`config.mk`:
```
export PLATFORM = sky130hd
export DESIGN_NAME = mips_pipe_core
export DESIGN_NICKNAME = d
export VERILOG_FILES = /design/src/rtl/mips_pipe_core_pkg.sv /design/src/rtl/mips_regfile.sv /design/src/rtl/mips_pipe_core.sv
export SDC_FILE = /design/constraint.sdc
export NUM_CORES = 2
export LEC_CHECK = 0
export ABC_AREA = 1
export CAP_MARGIN = 30
export CORE_MARGIN = 8
export CORE_UTILIZATION = 35
export DETAILED_ROUTE_END_ITERATION = 10
export GPL_ROUTABILITY_DRIVEN = 0
export PLACE_DENSITY = 0.49
export SKIP_CTS_REPAIR_TIMING = 1
export SLEW_MARGIN = 20
export SYNTH_ARGS = -nofsm -noshare
export SYNTH_HDL_FRONTEND = slang
export SYNTH_HIERARCHICAL = 1
export SYNTH_SLANG_ARGS = --single-unit
```
`constraint.sdc`:
```
create_clock -name clk -period 7.8 [get_ports clk]
set_input_delay 1.17 -clock clk [delete_from_list [all_inputs] [get_ports clk]]
set_output_delay 1.17 -clock clk [all_outputs]
set_load 0.005 [all_outputs]
```
`src/rtl/mips_pipe_core_pkg.sv`:
```
// -----------------------------------------------------------------------------
// mips_pipe_core_pkg
// Shared definitions for the five-stage MIPS subset pipeline:
//   - opcode / funct constants of the supported instructions
//   - ALU operation (aluop) and result-select (alusel) encodings
//   - the NOP word that fills empty pipeline slots
//   - decode_instr(): turns a 32-bit word into the ID-stage control record
// -----------------------------------------------------------------------------
package mips_pipe_core_pkg;

   localparam logic [5:0]  OP_SPECIAL = 6'h00;
   localparam logic [5:0]  OP_ANDI    = 6'h0C;
   localparam logic [5:0]  OP_ORI     = 6'h0D;
   localparam logic [5:0]  OP_XORI    = 6'h0E;
   localparam logic [5:0]  OP_LUI     = 6'h0F;

   localparam logic [5:0]  FN_ADDU    = 6'h21;
   localparam logic [5:0]  FN_SUBU    = 6'h23;
   localparam logic [5:0]  FN_AND     = 6'h24;
   localparam logic [5:0]  FN_OR      = 6'h25;
   localparam logic [5:0]  FN_XOR     = 6'h26;
   localparam logic [5:0]  FN_NOR     = 6'h27;

   localparam logic [31:0] NOP_WORD   = 32'h0000_0000;
   localparam logic [4:0]  REG_ZERO   = 5'd0;
   localparam int          NUM_REGS   = 32;

   typedef enum logic [2:0] {
      ALU_NOP  = 3'd0,
      ALU_OR   = 3'd1,
      ALU_AND  = 3'd2,
      ALU_XOR  = 3'd3,
      ALU_NOR  = 3'd4,
      ALU_ADDU = 3'd5,
      ALU_SUBU = 3'd6
   } aluop_e;

   typedef enum logic [1:0] {
      SEL_NOP   = 2'd0,
      SEL_LOGIC = 2'd1,
      SEL_ARITH = 2'd2
   } alusel_e;

   // ID-stage control record
   typedef struct packed {
      logic       wreg;     // instruction writes a non-zero register
      logic [4:0] waddr;
      aluop_e     aluop;
      alusel_e    alusel;
      logic       use_rs;   // rs is a true source (hazard / forwarding)
      logic       use_rt;   // rt is a true source
      logic       imm_src;  // second operand comes from the immediate
      logic       is_lui;
   } dec_t;

   function automatic dec_t decode_instr(input logic [31:0] ins);
      dec_t d;
      d = '0;
      case (ins[31:26])
         OP_SPECIAL: begin
            d.use_rs = 1'b1;
            d.use_rt = 1'b1;
            d.waddr  = ins[15:11];
            case (ins[5:0])
               FN_OR:   begin d.aluop = ALU_OR;   d.alusel = SEL_LOGIC; end
               FN_AND:  begin d.aluop = ALU_AND;  d.alusel = SEL_LOGIC; end
               FN_XOR:  begin d.aluop = ALU_XOR;  d.alusel = SEL_LOGIC; end
               FN_NOR:  begin d.aluop = ALU_NOR;  d.alusel = SEL_LOGIC; end
               FN_ADDU: begin d.aluop = ALU_ADDU; d.alusel = SEL_ARITH; end
               FN_SUBU: begin d.aluop = ALU_SUBU; d.alusel = SEL_ARITH; end
               default: ;
            endcase
         end
         OP_ORI: begin
            d.use_rs = 1'b1; d.imm_src = 1'b1; d.waddr = ins[20:16];
            d.aluop  = ALU_OR;  d.alusel = SEL_LOGIC;
         end
         OP_ANDI: begin
            d.use_rs = 1'b1; d.imm_src = 1'b1; d.waddr = ins[20:16];
            d.aluop  = ALU_AND; d.alusel = SEL_LOGIC;
         end
         OP_XORI: begin
            d.use_rs = 1'b1; d.imm_src = 1'b1; d.waddr = ins[20:16];
            d.aluop  = ALU_XOR; d.alusel = SEL_LOGIC;
         end
         // LUI is OR of a zero first operand with the shifted immediate
         OP_LUI: begin
            d.imm_src = 1'b1; d.is_lui = 1'b1; d.waddr = ins[20:16];
            d.aluop   = ALU_OR; d.alusel = SEL_LOGIC;
         end
         default: ;
      endcase
      d.wreg = (d.alusel != SEL_NOP) && (d.waddr != REG_ZERO);
      // A word that writes nothing is a bubble: it must neither stall nor
      // carry a destination down the pipe.
      if (!d.wreg) begin
         d.use_rs = 1'b0;
         d.use_rt = 1'b0;
         d.waddr  = REG_ZERO;
      end
      return d;
   endfunction

endpackage

```
`src/rtl/mips_regfile.sv`:
```
// -----------------------------------------------------------------------------
// mips_regfile
// 32-entry register file, 2 asynchronous read ports, 1 write port.
// Register 0 always reads 0 and ignores writes. A read of the register being
// written in the same cycle returns the write data (write-through).
// Ports:
//   clk, rst          clock, asynchronous active-low reset (clears all entries)
//   we_i/waddr_i/wdata_i   write port
//   raddrN_i/rdataN_o      read ports 1 and 2
// -----------------------------------------------------------------------------
module mips_regfile
   import mips_pipe_core_pkg::*;
#(
   parameter int DATA_W = 32
) (
   input  logic              clk,
   input  logic              rst,
   input  logic              we_i,
   input  logic [4:0]        waddr_i,
   input  logic [DATA_W-1:0] wdata_i,
   input  logic [4:0]        raddr1_i,
   output logic [DATA_W-1:0] rdata1_o,
   input  logic [4:0]        raddr2_i,
   output logic [DATA_W-1:0] rdata2_o
);

   logic [DATA_W-1:0] regs_q [NUM_REGS];

   always_ff @(posedge clk or negedge rst) begin
      if (!rst) begin
         for (int i = 0; i < NUM_REGS; i++) regs_q[i] <= '0;
      end else if (we_i && (waddr_i != REG_ZERO)) begin
         regs_q[waddr_i] <= wdata_i;
      end
   end

   always_comb begin
      rdata1_o = regs_q[raddr1_i];
      if (raddr1_i == REG_ZERO)                   rdata1_o = '0;
      else if (we_i && (waddr_i == raddr1_i))     rdata1_o = wdata_i;
   end

   always_comb begin
      rdata2_o = regs_q[raddr2_i];
      if (raddr2_i == REG_ZERO)                   rdata2_o = '0;
      else if (we_i && (waddr_i == raddr2_i))     rdata2_o = wdata_i;
   end

endmodule

```
`src/rtl/mips_pipe_core.sv`:
```
// -----------------------------------------------------------------------------
// mips_pipe_core
// Five-stage (IF/ID/EX/MEM/WB) in-order pipeline for a MIPS ALU subset
// (OR/AND/XOR/NOR/ADDU/SUBU, ORI/ANDI/XORI/LUI). Any other word is a bubble.
// RAW hazards are resolved by EX/MEM forwarding into ID (FWD_EN=1) or by
// stalling ID until the producer reaches WB (FWD_EN=0).
// Ports:
//   clk, rst            clock, asynchronous active-low reset
//   rom_data_i          instruction word for rom_addr_o (same cycle)
//   rom_rdy_i           ROM ready; word is taken when rom_ce_o & rom_rdy_i
//   rom_ce_o            ROM enable (0 in reset, 1 from the first edge after)
//   rom_addr_o          fetch address (PC)
//   wb_we_o/wb_waddr_o/wb_wdata_o   registered MEM/WB write-back
// -----------------------------------------------------------------------------
module mips_pipe_core
   import mips_pipe_core_pkg::*;
#(
   parameter int                DATA_W   = 32,
   parameter int                ADDR_W   = 32,
   parameter logic [ADDR_W-1:0] RESET_PC = '0,
   parameter int                FWD_EN   = 1
) (
   input  logic              clk,
   input  logic              rst,
   input  logic [31:0]       rom_data_i,
   input  logic              rom_rdy_i,
   output logic              rom_ce_o,
   output logic [ADDR_W-1:0] rom_addr_o,
   output logic              wb_we_o,
   output logic [4:0]        wb_waddr_o,
   output logic [DATA_W-1:0] wb_wdata_o
);

   // IF
   logic [ADDR_W-1:0] pc_q, pc_d;
   logic              ce_q;
   // IF/ID
   logic [31:0]       id_instr_q, id_instr_d;
   // ID/EX
   logic              ex_wreg_q;
   logic [4:0]        ex_waddr_q;
   aluop_e            ex_aluop_q;
   alusel_e           ex_alusel_q;
   logic [DATA_W-1:0] ex_op1_q, ex_op2_q;
   // EX/MEM
   logic              mem_wreg_q;
   logic [4:0]        mem_waddr_q;
   logic [DATA_W-1:0] mem_wdata_q;
   // MEM/WB
   logic              wb_we_q;
   logic [4:0]        wb_waddr_q;
   logic [DATA_W-1:0] wb_wdata_q;

   // hazard / flow control
   logic              fetch_ok, raw_hit;
   logic              hold_pc, hold_ifid, flush_ifid, flush_idex;

   // ID stage
   dec_t              id_dec;
   logic [4:0]        id_rs, id_rt;
   logic [DATA_W-1:0] rf_rs, rf_rt, id_rs_val, id_rt_val, id_op1, id_op2;
   logic [DATA_W-1:0] ex_result;

   assign id_dec = decode_instr(id_instr_q);
   assign id_rs  = id_instr_q[25:21];
   assign id_rt  = id_instr_q[20:16];

   // Register file: WB stage writes, ID stage reads (write-through covers
   // the WB -> ID case in both forwarding modes).
   mips_regfile #(.DATA_W(DATA_W)) u_regfile (
      .clk      (clk),
      .rst      (rst),
      .we_i     (wb_we_q),
      .waddr_i  (wb_waddr_q),
      .wdata_i  (wb_wdata_q),
      .raddr1_i (id_rs),
      .rdata1_o (rf_rs),
      .raddr2_i (id_rt),
      .rdata2_o (rf_rt)
   );

   // ------------------------------------------------------------------
   // Stall and bubble generation. A RAW stall beats a fetch miss: IF/ID
   // must keep the stalled instruction rather than take a bubble.
   // ------------------------------------------------------------------
   always_comb begin
      raw_hit    = 1'b0;
      fetch_ok   = ce_q && rom_rdy_i;
      if (FWD_EN == 0) begin
         raw_hit = (id_dec.use_rs && ((ex_wreg_q  && (ex_waddr_q  == id_rs)) ||
                                      (mem_wreg_q && (mem_waddr_q == id_rs)))) ||
                   (id_dec.use_rt && ((ex_wreg_q  && (ex_waddr_q  == id_rt)) ||
                                      (mem_wreg_q && (mem_waddr_q == id_rt))));
      end
      hold_pc    = raw_hit || !fetch_ok;
      hold_ifid  = raw_hit;
      flush_ifid = !raw_hit && !fetch_ok;
      flush_idex = raw_hit;
   end

   always_comb begin
      pc_d       = pc_q;
      id_instr_d = id_instr_q;
      if (!hold_pc)        pc_d       = pc_q + ADDR_W'(4);
      if (flush_ifid)      id_instr_d = NOP_WORD;
      else if (!hold_ifid) id_instr_d = rom_data_i;
   end

   // ID operand selection: youngest producer wins (EX, then MEM, then the
   // regfile read which already includes WB write-through). Register 0 can
   // never match because nothing with waddr 0 carries wreg.
   always_comb begin
      id_rs_val = rf_rs;
      id_rt_val = rf_rt;
      if (FWD_EN != 0) begin
         if (mem_wreg_q && (mem_waddr_q == id_rs)) id_rs_val = mem_wdata_q;
         if (ex_wreg_q  && (ex_waddr_q  == id_rs)) id_rs_val = ex_result;
         if (mem_wreg_q && (mem_waddr_q == id_rt)) id_rt_val = mem_wdata_q;
         if (ex_wreg_q  && (ex_waddr_q  == id_rt)) id_rt_val = ex_result;
      end
   end

   always_comb begin
      id_op1 = id_dec.use_rs ? id_rs_val : '0;
      id_op2 = id_rt_val;
      if (id_dec.imm_src) begin
         // zero-extended immediate; LUI places it at [31:16], truncated or
         // zero-padded to the datapath width
         id_op2 = id_dec.is_lui ? DATA_W'({id_instr_q[15:0], 16'h0000})
                                : DATA_W'(id_instr_q[15:0]);
      end
   end

   // EX stage ALU
   always_comb begin
      ex_result = '0;
      case (ex_alusel_q)
         SEL_LOGIC: begin
            case (ex_aluop_q)
               ALU_OR:  ex_result = ex_op1_q | ex_op2_q;
               ALU_AND: ex_result = ex_op1_q & ex_op2_q;
               ALU_XOR: ex_result = ex_op1_q ^ ex_op2_q;
               ALU_NOR: ex_result = ~(ex_op1_q | ex_op2_q);
               default: ex_result = '0;
            endcase
         end
         SEL_ARITH: begin
            case (ex_aluop_q)
               ALU_ADDU: ex_result = ex_op1_q + ex_op2_q;
               ALU_SUBU: ex_result = ex_op1_q - ex_op2_q;
               default:  ex_result = '0;
            endcase
         end
         default: ex_result = '0;
      endcase
   end

   // ------------------------------------------------------------------
   // Pipeline registers
   // ------------------------------------------------------------------
   always_ff @(posedge clk or negedge rst) begin
      if (!rst) begin
         pc_q        <= RESET_PC;
         ce_q        <= 1'b0;
         id_instr_q  <= NOP_WORD;
         ex_wreg_q   <= 1'b0;
         ex_waddr_q  <= REG_ZERO;
         ex_aluop_q  <= ALU_NOP;
         ex_alusel_q <= SEL_NOP;
         ex_op1_q    <= '0;
         ex_op2_q    <= '0;
         mem_wreg_q  <= 1'b0;
         mem_waddr_q <= REG_ZERO;
         mem_wdata_q <= '0;
         wb_we_q     <= 1'b0;
         wb_waddr_q  <= REG_ZERO;
         wb_wdata_q  <= '0;
      end else begin
         ce_q       <= 1'b1;
         pc_q       <= pc_d;
         id_instr_q <= id_instr_d;

         if (flush_idex) begin
            ex_wreg_q   <= 1'b0;
            ex_waddr_q  <= REG_ZERO;
            ex_aluop_q  <= ALU_NOP;
            ex_alusel_q <= SEL_NOP;
            ex_op1_q    <= '0;
            ex_op2_q    <= '0;
         end else begin
            ex_wreg_q   <= id_dec.wreg;
            ex_waddr_q  <= id_dec.waddr;
            ex_aluop_q  <= id_dec.aluop;
            ex_alusel_q <= id_dec.alusel;
            ex_op1_q    <= id_op1;
            ex_op2_q    <= id_op2;
         end

         mem_wreg_q  <= ex_wreg_q;
         mem_waddr_q <= ex_waddr_q;
         mem_wdata_q <= ex_result;

         wb_we_q     <= mem_wreg_q;
         wb_waddr_q  <= mem_waddr_q;
         wb_wdata_q  <= mem_wdata_q;
      end
   end

   assign rom_ce_o   = ce_q;
   assign rom_addr_o = pc_q;
   assign wb_we_o    = wb_we_q;
   assign wb_waddr_o = wb_waddr_q;
   assign wb_wdata_o = wb_wdata_q;

endmodule

```
==> reports/results.tsv <==
stage	metric	value	unit
status	outcome	finished clean	
yosys	ys flop type	dfrtp_1	
yosys	Post-synth ARST share	100.0	%
critical_path	Critical Path Source	id_instr_q[16]	
critical_path	crit-path max FO	156	
pwr	Power Dens Cells	186.2	mW/mm^2
timing	Hold Worst Slack	0.3509	ns
clocking	H-tree levels	4	
cells_and_area	most frequent cells in the layout	nand2_1, nand3_1, inv_1	
critical_path	WP depth	13	
critical_path	reg-to-reg critical path startpoint	id_instr_q[16]	
critical_path	critical path cell sequence	inv_8, buf_12, nand2_1, nand3_1, nand3_1, nand3_1, nand3_1, nand2_1, a21oi_1, nand2_1, o21ai_0, o21ai_0, o22ai_1	
drt	vias	72820	
timing	worst rel slew slack	8.669	%
grt	first-pass GRT wire length	469.3	mm
floorplan	Die Area	0.2249	mm^2
grt	GR peak layer	met2	
yosys	Synth cell types	52	
grt	met2 Track Usage GR	44.05	%
drt	vias per cell	5.464	
timing	setup TNS	0	ns
floorplan	IO Count	106	
grt	gr ovfl total	0	
drt	Detailed Route WL	318.7	mm
timing	clk_skew	0.03704	ns
drt	Routed WL per cell	23.92	um
floorplan	core box area	0.2092	mm^2
grt	M1 GR Usage	36.98	%
critical_path	Crit path buffers/inverters	2	
critical_path	worst endpoint required time	8.44	ns
timing	Fmax	227.3	MHz
critical_path	R2R Setup Slk	3.40	ns
grt	GRT Total Usage	27.55	%
clocking	Clk Latency, worst-skew pair	0.81	ns
cells_and_area	post-route insts no fill	13330	
critical_path	WS Path Type	reg2reg	
yosys	EDFF count, synth	0	
clocking	CTS tree	yes	
critical_path	slowest stage cell on the critical path	inv_8	
placed_design	hpwl dp	183.1	mm
pwr	Leak	37.98	nW
critical_path	Setup crit end kind	flip-flop	
cells_and_area	area of the multi-input gates	0.03485	mm^2
clocking	clk buf depth	3	
timing	RSZ-0062 raised after global routing	no	
pwr	Design Power	15.17	mW
critical_path	Worst Setup Start Kind	flip-flop	
timing	Final min period	4.400	ns
yosys	register area share after synthesis	42.16	%
drt	1st-pass router iterations	8	
drt	Iter 0 DRT Violations	8238	
timing	Worst-Margin Slew	1.370	ns
critical_path	Worst Setup EP	ex_op2_q[2]	
yosys	YS warnings	6	
grt	vias in the first global route	69040	
timing	final setup violation count	0	
critical_path	most numerous cell on the critical path	nand3_1	
cells_and_area	Syn-to-layout area delta	10.85	%
drt	antenna-violating nets left	0	
floorplan	site row count	168	
yosys	Mapped Area	0.07349	mm^2
grt	initial antenna violation count	12	
grt	met3 Use GR	4.392	%
cells_and_area	fill count	22100	
floorplan	chip width	474.2	um
yosys	Avg Inst Size Synth	6.799	um^2
clocking	clk root buf	clkbuf_16	
placed_design	Inst Count DP	13060	
clocking	CTS buffer count	148	
floorplan	Initial Util	35.14	%
yosys	Seq cells post-synth	1238	
cells_and_area	Final nets	10540	
critical_path	reg2reg end	ex_op2_q[2]	
cells_and_area	layout cells sized above 1	4.708	%
flow_run	Max-Cap Viols	0	
cells_and_area	commonest non-fill, non-tap cell in the layout	nand2_1	
timing	Slew Viols, Final	0	
clocking	clk sinks	1238	
critical_path	Slowest Stage Delay on Critical Path	0.81	ns
floorplan	die height	474.2	um
clocking	clock slew at reported path FFs	0.06	ns
drt	Remaining DRCs	0	
placed_design	port bufs	103	
critical_path	critical path arrival	5.04	ns
placed_design	placed inst area	0.07656	mm^2
critical_path	worst-case reg-to-reg path depth	13	
critical_path	Top Family by Delay on Critical Path	buffers and inverters	
cells_and_area	Design Area, Final	0.08146	mm^2
yosys	synthesized instance count	10810	
hold_path	HP Class	in2async	
grt	pin count of the biggest net entering global routing	196	
timing	post-route clock period utilization	56.41	%
timing	Final Hold Fails	0	
pwr	Peak VDD IR	0.0002056	V
cells_and_area	register area	0.03101	mm^2
-- layout make-up --
type                       count  share of cell area, %
multi-input combinational   7482                  42.78
clock inverter                32                 0.4470
inverter                    1296                  6.027
sequential                  1238                  38.07
clock buffer                 228                  5.414
timing repair buffer         238                  2.928
antenna                        8                0.02458
tap                         2805                  4.308
-- cells in the mapped netlist (4+ instances only) --
library cell  number  area [um^2]
inv_1           1276         4790
nand3_1         1531         7662
o211ai_1         204         1531
clkinv_1           4        15.01
xor2_1            54        473.0
nand4_1           14        87.58
nor4_1             4        25.02
inv_2             14        52.55
o21ai_0         1198         5996
nor3_1            25        125.1
nand2_2            9        56.30
nor2_2             4        25.02
a21oi_2           11        96.34
nor3_2            10        100.1
nand2_1         3548        13320
nor2_1           380         1426
o22ai_1           22        137.6
xnor2_1           13        113.9
buf_4              4        30.03
o21bai_1           6        45.04
dfrtp_1         1238        30980
a21oi_1          159        795.8
or2_2             29        181.4
ha_1              99         1239
nand3b_1          10        75.07
a21o_1             4        30.03
nor4_2             5        62.56
clkbuf_1         704         2643
o21ai_1           82        410.4
buf_2             34        170.2
buf_1             49        183.9
o2111ai_1         32        280.3
-- kinds of logic after synthesis --
logic type / synth area share (%)
compound gates: 12.82
xor+xnor: 0.7985
fa+ha+maj: 1.713
buf+inv: 10.78
flops: 42.16
other cells: 0.01022
simple gates: 31.72
-- through the flow --
step	setup slack [ns]	utilization, %
floorplan	4.746	-
global placement	3.508	36.55
detailed placement	3.520	36.61
CTS	3.512	38.89
global route	3.258	38.94
finish	3.400	38.95
-- sequential cells by signal, indices dropped and copies added, names as in the netlist --
register / count
u_regfile/regs_q: 1024
ex_op1_q: 32
ex_op2_q: 32
id_instr_q: 32
mem_wdata_q: 32
wb_wdata_o: 32
rom_addr_o: 30
ex_waddr_q: 5
mem_waddr_q: 5
wb_waddr_o: 5
ex_aluop_q: 3
ex_alusel_q: 2
ex_wreg_q: 1
mem_wreg_q: 1
rom_ce_o: 1
wb_we_o: 1
-- power breakdown --
group	internal, mW	total [mW]	switching, mW
Clock	4.05	7.03	2.98
Sequential	6.46	6.54	0.0819
Combinational	0.450	1.60	1.15
-- per-layer routing --
layer / vias to the layer above / share of wire [%]
li1: 33590 / -
met1: 35240 / 43
met2: 3279 / 45
met3: 714 / 7.5
met4: 2 / 4.9
met5: - / 0.0038
-- worst min-delay path by stage --
stage | start | end | slack [ns] | cells past startpoint
finish | rst | u_regfile/regs_q[924] | 0.35 | 1
detailed placement | ex_wreg_q | mem_wreg_q | 0.36 | 0
floorplan | ex_wreg_q | mem_wreg_q | 0.35 | 0
CTS | mem_wdata_q[25] | wb_wdata_o[25] | 0.36 | 0
global placement | mem_wdata_q[15] | wb_wdata_o[15] | 0.36 | 0
global route | mem_wdata_q[12] | wb_wdata_o[12] | 0.37 | 0
No activity file was read; power rests on OpenSTA's default activity.
